--- src/rtl/spi_cmd_pkg.sv ---
// spi_cmd_pkg: opcode table, error codes and decoder state encoding for spi_cmd_decoder.
package spi_cmd_pkg;

    typedef enum logic [1:0] {IDLE, PAYLOAD, DISCARD} state_t;

    localparam logic [7:0] OP_SET_MODE       = 8'h01;
    localparam logic [7:0] OP_SET_OFFSET     = 8'h02;
    localparam logic [7:0] OP_SET_CHROMA     = 8'h03;
    localparam logic [7:0] OP_SET_ALPHA      = 8'h04;
    localparam logic [7:0] OP_RESET_SETTINGS = 8'h05;

    localparam logic [1:0] ERR_NONE    = 2'b00;
    localparam logic [1:0] ERR_UNKNOWN = 2'b01;
    localparam logic [1:0] ERR_TRUNC   = 2'b10;
    localparam logic [1:0] ERR_TIMEOUT = 2'b11;

    function automatic logic op_known(input logic [7:0] op);
        return op inside {OP_SET_MODE, OP_SET_OFFSET, OP_SET_CHROMA, OP_SET_ALPHA, OP_RESET_SETTINGS};
    endfunction

    function automatic logic [2:0] op_len(input logic [7:0] op);
        return op == OP_SET_MODE   ? 3'd1 :
               op == OP_SET_OFFSET ? 3'd4 :
               op == OP_SET_CHROMA ? 3'd2 :
               op == OP_SET_ALPHA  ? 3'd1 : 3'd0;
    endfunction

endpackage

--- src/rtl/sync_2ff.sv ---
// sync_2ff: two-flop synchronizer with a configurable reset value for asynchronous inputs.
module sync_2ff #(
    parameter int WIDTH = 1,
    parameter logic [WIDTH-1:0] RST_VAL = '0
) (
    input  logic             clk,
    input  logic             rst_n,
    input  logic [WIDTH-1:0] d,
    output logic [WIDTH-1:0] q
);

    logic [WIDTH-1:0] meta;

    always_ff @(posedge clk or negedge rst_n) begin
        if (!rst_n) begin
            meta <= RST_VAL;
            q    <= RST_VAL;
        end else begin
            meta <= d;
            q    <= meta;
        end
    end

endmodule

--- src/rtl/spi_cmd_decoder.sv ---
// spi_cmd_decoder: frames SPI bytes into opcode+payload commands and reports
// unknown-opcode, truncation and timeout errors.
module spi_cmd_decoder
    import spi_cmd_pkg::*;
#(
    parameter int TIMEOUT_CYCLES = 65535,
    parameter int ARG_BYTES      = 4
) (
    input  logic                   clk,
    input  logic                   rst_n,
    input  logic                   hw_spi_ss,
    input  logic [7:0]             byte_in,
    input  logic                   byte_valid,
    output logic                   cmd_valid,
    output logic [7:0]             cmd_opcode,
    output logic [8*ARG_BYTES-1:0] cmd_arg,
    output logic                   err_valid,
    output logic [1:0]             err_code,
    output logic [7:0]             err_count
);

    localparam int W  = 8 * ARG_BYTES;
    localparam int TW = $clog2(TIMEOUT_CYCLES + 1);

    state_t         state, state_n;
    logic [7:0]     op, op_n;
    logic [W-1:0]   arg, arg_n, arg_shift;
    logic [2:0]     rem, rem_n;
    logic [TW-1:0]  tcnt, tcnt_n;
    logic           cmd_valid_n, err_valid_n;
    logic [7:0]     cmd_opcode_n;
    logic [W-1:0]   cmd_arg_n;
    logic [1:0]     err_code_n;
    logic           ss_s, ss_d, ss_rise;

    sync_2ff #(.WIDTH(1), .RST_VAL(1'b1)) u_ss_sync (
        .clk   (clk),
        .rst_n (rst_n),
        .d     (hw_spi_ss),
        .q     (ss_s)
    );

    assign ss_rise   = ss_s & ~ss_d;
    assign arg_shift = {arg[W-9:0], byte_in};

    always_ff @(posedge clk or negedge rst_n) begin
        if (!rst_n) begin
            state      <= IDLE;
            op         <= '0;
            arg        <= '0;
            rem        <= '0;
            tcnt       <= '0;
            ss_d       <= 1'b1;
            cmd_valid  <= 1'b0;
            cmd_opcode <= '0;
            cmd_arg    <= '0;
            err_valid  <= 1'b0;
            err_code   <= ERR_NONE;
            err_count  <= '0;
        end else begin
            state      <= state_n;
            op         <= op_n;
            arg        <= arg_n;
            rem        <= rem_n;
            tcnt       <= tcnt_n;
            ss_d       <= ss_s;
            cmd_valid  <= cmd_valid_n;
            cmd_opcode <= cmd_opcode_n;
            cmd_arg    <= cmd_arg_n;
            err_valid  <= err_valid_n;
            err_code   <= err_code_n;
            if (err_valid_n && err_count != 8'hff)
                err_count <= err_count + 8'd1;
        end
    end

    // A byte arriving with ss_rise is consumed first; only an incomplete command is truncated.
    always_comb begin
        state_n      = state;
        op_n         = op;
        arg_n        = arg;
        rem_n        = rem;
        tcnt_n       = '0;
        cmd_valid_n  = 1'b0;
        cmd_opcode_n = cmd_opcode;
        cmd_arg_n    = cmd_arg;
        err_valid_n  = 1'b0;
        err_code_n   = err_code;
        case (state)
            IDLE: begin
                if (byte_valid && op_known(byte_in)) begin
                    op_n  = byte_in;
                    arg_n = '0;
                    rem_n = op_len(byte_in);
                    if (op_len(byte_in) == 3'd0) begin
                        cmd_valid_n  = 1'b1;
                        cmd_opcode_n = byte_in;
                        cmd_arg_n    = '0;
                    end else begin
                        state_n = PAYLOAD;
                    end
                end else if (byte_valid) begin
                    err_valid_n = 1'b1;
                    err_code_n  = ERR_UNKNOWN;
                    state_n     = DISCARD;
                end
            end
            PAYLOAD: begin
                if (byte_valid && rem == 3'd1) begin
                    rem_n        = '0;
                    arg_n        = arg_shift;
                    cmd_valid_n  = 1'b1;
                    cmd_opcode_n = op;
                    cmd_arg_n    = arg_shift;
                    state_n      = IDLE;
                end else if (ss_rise) begin
                    err_valid_n = 1'b1;
                    err_code_n  = ERR_TRUNC;
                    state_n     = IDLE;
                end else if (byte_valid) begin
                    rem_n = rem - 3'd1;
                    arg_n = arg_shift;
                end else if (tcnt == TW'(TIMEOUT_CYCLES - 1)) begin
                    err_valid_n = 1'b1;
                    err_code_n  = ERR_TIMEOUT;
                    state_n     = DISCARD;
                end else begin
                    tcnt_n = tcnt + TW'(1);
                end
            end
            DISCARD: state_n = ss_rise ? IDLE : DISCARD;
            default: state_n = IDLE;
        endcase
    end

endmodule

--- config.mk ---
export PLATFORM = sky130hd
export DESIGN_NAME = spi_cmd_decoder
export DESIGN_NICKNAME = d
export VERILOG_FILES = /design/src/rtl/spi_cmd_pkg.sv /design/src/rtl/sync_2ff.sv /design/src/rtl/spi_cmd_decoder.sv
export SDC_FILE = /design/constraint.sdc
export NUM_CORES = 1
export LEC_CHECK = 0
export CELL_PAD_IN_SITES_DETAIL_PLACEMENT = 0
export CELL_PAD_IN_SITES_GLOBAL_PLACEMENT = 1
export CORE_MARGIN = 4
export CORE_UTILIZATION = 38
export CTS_CLUSTER_DIAMETER = 100
export DETAILED_ROUTE_END_ITERATION = 10
export GPL_TIMING_DRIVEN = 0
export MAX_ROUTING_LAYER = met4
export PLACE_DENSITY_LB_ADDON = 0.1
export SYNTH_ARGS = -nofsm -noshare
export SYNTH_HDL_FRONTEND = slang
export SYNTH_SLANG_ARGS = --single-unit
--- constraint.sdc ---
create_clock -name clk -period 1.86 [get_ports clk]
set_clock_uncertainty 0.05 [all_clocks]
set_input_delay 0.372 -clock clk [delete_from_list [all_inputs] [get_ports clk]]
set_output_delay 0.372 -clock clk [all_outputs]
set_load 0.005 [all_outputs]
==> results of run 1 <==
-- worst max-delay path, delay by kind of cell --
kind / cells / cell delay, ns
AOI/OAI and AO/OA: 3 / 0.61
buffers and inverters: 5 / 0.66
and+or+nand+nor: 2 / 0.63
-- cell usage in the layout (no fill, tap or decap), types with 6 or more instances in the layout --
master | Yosys | final
clkdlybuf4s50_1 | 0 | 53
clkbuf_16 | 0 | 11
o21ai_2 | 0 | 14
nand3_1 | 40 | 8
nor2b_1 | 7 | 6
a21oi_1 | 10 | 6
dfrtp_1 | 105 | 104
o21ai_1 | 7 | 18
inv_1 | 43 | 43
xor2_1 | 9 | 9
a31oi_1 | 7 | 6
o21ai_0 | 56 | 27
nand2_1 | 72 | 72
buf_4 | 0 | 34
mux2_4 | 0 | 7
nor2_1 | 31 | 24
buf_6 | 0 | 7
nand3_2 | 0 | 27
xnor2_1 | 6 | 6
clkbuf_2 | 0 | 8
buf_8 | 0 | 6
-- state kept, by name, summed over array words and instances, names as in the netlist --
| signal | flops |
|---|---|
| op | 8 |
| err_count | 8 |
| cmd_valid | 1 |
| cmd_opcode | 8 |
| u_ss_sync.meta | 1 |
| err_code | 2 |
| tcnt | 16 |
| state | 2 |
| err_valid | 1 |
| cmd_arg | 32 |
| ss_d | 1 |
| arg | 24 |
| u_ss_sync.q | 1 |
| rem | 3 |
-- worst max-delay path by stage --
stage,from,to,cells after the start
after floorplan,byte_in[4],rem[2],5
after global placement,rst_n,err_count[4],1
after detailed placement,byte_in[4],err_count[7],7
after CTS,state[0],cmd_arg[24],9
after global routing,byte_valid,cmd_arg[21],10
final,byte_in[6],cmd_arg[24],10
-- repair_timing --
item,CTS,global route
setup endpoints to repair,101,96
buffers inserted,22,15
pin swaps,11,9
gates cloned,8,1
resized for setup,94,65
-- routing by layer --
layer,global-route usage,routed length (um),vias up
met3,0.0285,311,14
met1,0.232,5560,1848
met5,-,0,-
met4,0.0687,184,0
li1,-,-,1864
met2,0.281,5790,54
-- cell families after synthesis --
family,after synthesis,synth area share
XOR/XNOR,15,0.0279
AND/OR/NAND/NOR,184,0.181
AO/OA/AOI/OAI,99,0.125
adder cells (fa/ha/maj),5,0.0133
multiplexers,8,0.0191
flip-flops,108,0.575
buffers and inverters,72,0.0592
-- power breakdown --
part | switching [mW] | total (mW) | internal, mW
registers | 0.215 | 2.84 | 2.62
logic | 0.480 | 1.27 | 0.793
clock network | 0.846 | 1.82 | 0.978
-- Yosys cell counts (4+ instances only) --
master / n
or3_1: 4
nor2b_1: 7
nand3_1: 40
nand4_1: 5
clkbuf_1: 22
nor2_1: 31
o21ai_0: 56
xnor2_1: 6
mux2_2: 8
nand2b_1: 4
xor2_1: 9
buf_2: 7
a31oi_1: 7
a21oi_1: 10
ha_1: 5
o21ai_1: 7
dfrtp_1: 105
nor3_1: 6
nand2_1: 72
inv_1: 43
-- through the flow --
stage | hold slack, ns | util | worst slack (ns) | power (mW) | instance area (um^2)
after floorplan | 0.0264 | - | -0.144 | 3.26 | 4980
after global placement | 0.296 | 0.480 | -3.83 | 3.92 | 5790
after detailed placement | 0.297 | 0.482 | -0.914 | 3.94 | 5810
after CTS | 0.00855 | 0.552 | -0.148 | 5.90 | 6660
after global routing | 0.0376 | 0.575 | -0.241 | 6.26 | 6940
final | -0.0231 | 0.575 | -0.187 | 5.93 | 6940
-- area by class of cell --
cell class                      instances  area, um^2  area share
Timing Repair Buffer                  100        1050       0.151
Multi-Input combinational cell        313        2280       0.329
Clock inverter                          3        21.3     0.00307
Tap cell                              168         210      0.0303
Clock buffer                           12         256      0.0370
Inverter                               43         161      0.0233
Buffer                                 26         253      0.0364
Sequential cell                       108        2710       0.390
==> impl_metrics.env, run 1 <==
export IMPL_rr_endpoint="cmd_arg[24]"
export IMPL_die_h_um=119
export IMPL_dp_cells=720
export IMPL_nFillCells=1046
export IMPL_synth_cell_area_um2=4710
export IMPL_io_pins=64
export IMPL_synth_edf_count=0
export IMPL_cts_tree="yes"
export IMPL_routed_wl_um=11800
export IMPL_drt_wirelength_per_cell_um=15.3
export IMPL_synthCells=491
export IMPL_clkSlewWorstSetupHoldPaths_ns=0.07
export IMPL_grt_pass1_wl_um=19700
export IMPL_drt_first_pass_iters=4
export IMPL_reg2reg_from="state[0]"
export IMPL_layout_min_cycle_time_ns=2.05
export IMPL_r2r_cells=9
export IMPL_violations="negative hold slack, negative setup slack"
export IMPL_tightest_slew_ns=0.629
export IMPL_drv_cap=0
export IMPL_dieArea_um2=14200
export IMPL_syn_avg_cell_area_um2=9.59
export IMPL_drv_slew=0
export IMPL_crit_fanout=5
export IMPL_startpoint_type="input port"
export IMPL_vias=3780
export IMPL_start_util=0.391
export IMPL_finalHoldViolations=12
export IMPL_core_area_um2=12100
export IMPL_htreeDepth=3
export IMPL_status="finished, violations left"
export IMPL_port_buffers=60
export IMPL_layout_setup_ws_ns=-0.187
export IMPL_cellPowerDensity_nw_per_um2=856
export IMPL_dpl_hpwl_um=7500
export IMPL_cts_buffers=9
export IMPL_synth_area_top_cells="dfrtp_1 56%, o21ai_0 5.9%, nand2_1 5.7%, nand3_1 4.2%, inv_1 3.4%"
export IMPL_cp_cell_sequence="buf_8, or4_4, a2111oi_4, buf_4, o2bb2ai_4, buf_12, buf_12, buf_8, nand3_2, o21ai_1"
export IMPL_worstHoldPathType="in2async"
export IMPL_synth_distinct_cells=43
export IMPL_nets=618
export IMPL_grt_pass1_vias=3908
export IMPL_period_share=1.10
export IMPL_clock_path_buffers=2
export IMPL_num_rows=40
export IMPL_first_iter_violations=169
export IMPL_drive_gt1_frac=0.304
export IMPL_clkSinkCount=108
export IMPL_vdd_drop_max_mv=0.617
export IMPL_yosysSeqAreaShare=0.575
export IMPL_cpPeakStageDelay_ns=0.58
export IMPL_track_usage=0.178
export IMPL_fp_dieW_um=119
export IMPL_cts_hold_buf=0
export IMPL_clock_fmax_mhz=489
export IMPL_ys_seq_elements=108
export IMPL_syn_to_final_growth_pct=47.3
export IMPL_n_antenna_cell=0
export IMPL_tns_ns=-5.37
export IMPL_crit_type="in2reg"
export IMPL_arrival_ns=2.27
export IMPL_setup_viol=52
export IMPL_antenna_found_initial=0
export IMPL_worst_hold_slack_ns=-0.0231
export IMPL_clk_latency_ns=0.35
export IMPL_ant_nets=0
export IMPL_required_ns=2.09
export IMPL_grt_max_degree=62
export IMPL_end_kind="flip-flop"
export IMPL_yosysWarnings=0
export IMPL_gr_total_overflow=0
export IMPL_route_detailed_drc=0
export IMPL_finalNonFillerCells=773
export IMPL_viasPerCell=4.89
export IMPL_power_leakage_nw=2.92
export IMPL_async_flop_share=1.00
export IMPL_grt_setup_unrepaired="yes"
export IMPL_worst_path_max_delay_cell="or4_4"
export IMPL_synth_top_area_share=0.558
export IMPL_synth_main_ff_cell="dfrtp_1"
export IMPL_syn_num_nets=508
export IMPL_cts_root_buf="clkbuf_16"
export IMPL_slew_headroom=0.581
export IMPL_r2r_slack_ns=-0.17
export IMPL_place_gp_congestion=0.739
export IMPL_synth_area_leader_cell="dfrtp_1"
Power figures use the tool's default switching activity.
==> run 2, diff against run 1 <==
--- a/config.mk
+++ b/config.mk
@@ -7,7 +7,7 @@
 export LEC_CHECK = 0
 export CELL_PAD_IN_SITES_DETAIL_PLACEMENT = 0
 export CELL_PAD_IN_SITES_GLOBAL_PLACEMENT = 1
-export CORE_MARGIN = 4
+export CORE_MARGIN = 10
 export CORE_UTILIZATION = 38
 export CTS_CLUSTER_DIAMETER = 100
 export DETAILED_ROUTE_END_ITERATION = 10
==> impl_metrics.env, run 2 (synthesized netlist as in run 1, its figures left out) <==
export IMPL_dpl_hpwl_um=7920
export IMPL_ant_nets=0
export IMPL_grt_max_degree=67
export IMPL_antenna_found_initial=0
export IMPL_clkSinkCount=108
export IMPL_cts_buffers=9
export IMPL_num_rows=40
export IMPL_fp_dieW_um=131
export IMPL_clkPwrFrac=0.308
export IMPL_violations="negative setup slack"
export IMPL_r2r_slack_ns=-0.14
export IMPL_routed_wl_um=12400
export IMPL_final_cell_mix="103 x dfrtp_1, 71 x nand2_1, 53 x clkdlybuf4s50_1, 42 x inv_1, 35 x buf_4"
export IMPL_setup_viol=50
export IMPL_drive_gt1_frac=0.313
export IMPL_met1_usage=0.190
export IMPL_route_detailed_drc=0
export IMPL_startpoint_type="input port"
export IMPL_grt_setup_unrepaired="yes"
export IMPL_nets=625
export IMPL_intPower_mw=4.32
export IMPL_grt_util_met3=0.0305
export IMPL_busiest_layer="met2"
export IMPL_nFillCells=1082
export IMPL_clk_latency_ns=0.35
export IMPL_clkSlewWorstSetupHoldPaths_ns=0.07
export IMPL_tightest_slew_ns=0.586
export IMPL_power_leakage_nw=2.91
export IMPL_final_common_cell="dfrtp_1"
export IMPL_clock_fmax_mhz=498
export IMPL_cp_top_family="buffers and inverters"
export IMPL_htreeDepth=3
export IMPL_n_antenna_cell=0
export IMPL_p_sw_mw=1.56
export IMPL_gr_total_overflow=0
export IMPL_port_buffers=60
export IMPL_reg_top3="cmd_arg x32, arg x24, tcnt x16"
export IMPL_worstHoldPathType="in2reg"
export IMPL_drt_wirelength_per_cell_um=15.8
export IMPL_p_comb_frac=0.211
export IMPL_top_register="cmd_arg"
export IMPL_layout_min_cycle_time_ns=2.01
export IMPL_dieArea_um2=17300
export IMPL_arrival_ns=2.23
export IMPL_grt_pass1_wl_um=20600
export IMPL_place_gp_congestion=0.764
export IMPL_io_pins=64
export IMPL_period_share=1.08
export IMPL_drv_slew=0
export IMPL_dp_cells=720
export IMPL_met2_usage=0.230
export IMPL_start_util=0.391
export IMPL_p_sw_frac=0.265
export IMPL_drv_cap=0
export IMPL_slew_headroom=0.609
export IMPL_drt_first_pass_iters=4
export IMPL_critPathBufInv=4
export IMPL_first_iter_violations=223
export IMPL_finalHoldViolations=0
export IMPL_finalPower_mw=5.88
export IMPL_worst_path_max_delay_cell="or4_4"
export IMPL_track_usage=0.148
export IMPL_clock_path_buffers=2
export IMPL_cellPowerDensity_nw_per_um2=850
export IMPL_crit_fanout=5
export IMPL_vdd_drop_max_mv=0.659
export IMPL_required_ns=2.09
export IMPL_largest_register_ffs=32
export IMPL_cp_cell_sequence="buf_2, or4_4, a2111oi_4, buf_4, o2bb2ai_4, buf_12, buf_8, nand3_2, o21ai_1"
export IMPL_cts_root_buf="clkbuf_16"
export IMPL_end_kind="flip-flop"
export IMPL_cpPeakStageDelay_ns=0.53
export IMPL_die_h_um=131
export IMPL_layout_setup_ws_ns=-0.146
export IMPL_viasPerCell=4.87
export IMPL_vias=3802
export IMPL_syn_to_final_growth_pct=46.9
export IMPL_status="finished, violations left"
export IMPL_grt_pass1_vias=3874
export IMPL_finalNonFillerCells=781
export IMPL_seq_power_share=0.481
export IMPL_cts_tree="yes"
export IMPL_crit_type="in2reg"
export IMPL_core_area_um2=12100
## run 2: timing repair
item                                    4_1_cts  5_1_grt
pin swaps                                    11       13
gates resized for setup                      77       83
cloned                                        3        3
endpoints found under the hold margin        39        0
setup buffers                                21       23
endpoints found under the setup margin      105       94
hold buffers                                  1        0
## run 2: through the flow
stage                     hold slack [ns]  cell area [um^2]  worst slack [ns]  TNS, ns  utilization
after global placement              0.296              5790             -3.81  -479.00        0.480
final                               0.219              6920            -0.146    -4.87        0.574
after floorplan                    0.0264              4980            -0.144    -4.42            -
after CTS                           0.213              6510            -0.117    -4.91        0.540
after detailed placement            0.297              5810            -0.904   -74.55        0.482
after global routing                0.214              6920            -0.227    -9.64        0.574
## run 2: worst paths after layout
path | end | depth (start not counted) | from
max in group asynchronous | state[0] | 3 | rst_n
worst max register to register | cmd_arg[0] | 8 | state[0]
worst max-delay path | cmd_arg[0] | 9 | byte_in[4]
min in group asynchronous | cmd_arg[19] | 2 | rst_n
worst min-delay path | cmd_arg[5] | 3 | byte_in[5]
worst min register to register | u_ss_sync.q | 0 | u_ss_sync.meta
## run 2: routing by layer
layer	wire length, um	share of wire
met4	187	0.015
met2	6000	0.49
met3	449	0.036
met5	0	0
met1	5730	0.46
## run 2: layout make-up
type | instances | area (um^2) | share of cell area
clock buffer | 10 | 239 | 0.0345
buffer | 26 | 262 | 0.0378
timing repair buffer | 108 | 1070 | 0.154
inverter | 43 | 161 | 0.0233
clock inverter | 6 | 40.0 | 0.00579
multi-input combinational | 312 | 2230 | 0.323
tap | 168 | 210 | 0.0304
sequential | 108 | 2710 | 0.391
## run 2: tightest hold or removal path, stage by stage
cell,delay (ns)
buf_6,0.11
nand3_2,0.06
o21ai_1,0.05
## run 2: power by group through the flow
| stage | logic [mW] | registers [mW] | clock network, mW |
|---|---|---|---|
| finish | 1.24 | 2.83 | 1.81 |
| CTS | 1.19 | 2.83 | 1.87 |
| floorplan | 0.391 | 2.87 | 0 |
| global route | 1.38 | 2.88 | 1.98 |
| global placement | 1.08 | 2.86 | 0 |
| detailed placement | 1.09 | 2.87 | 0 |
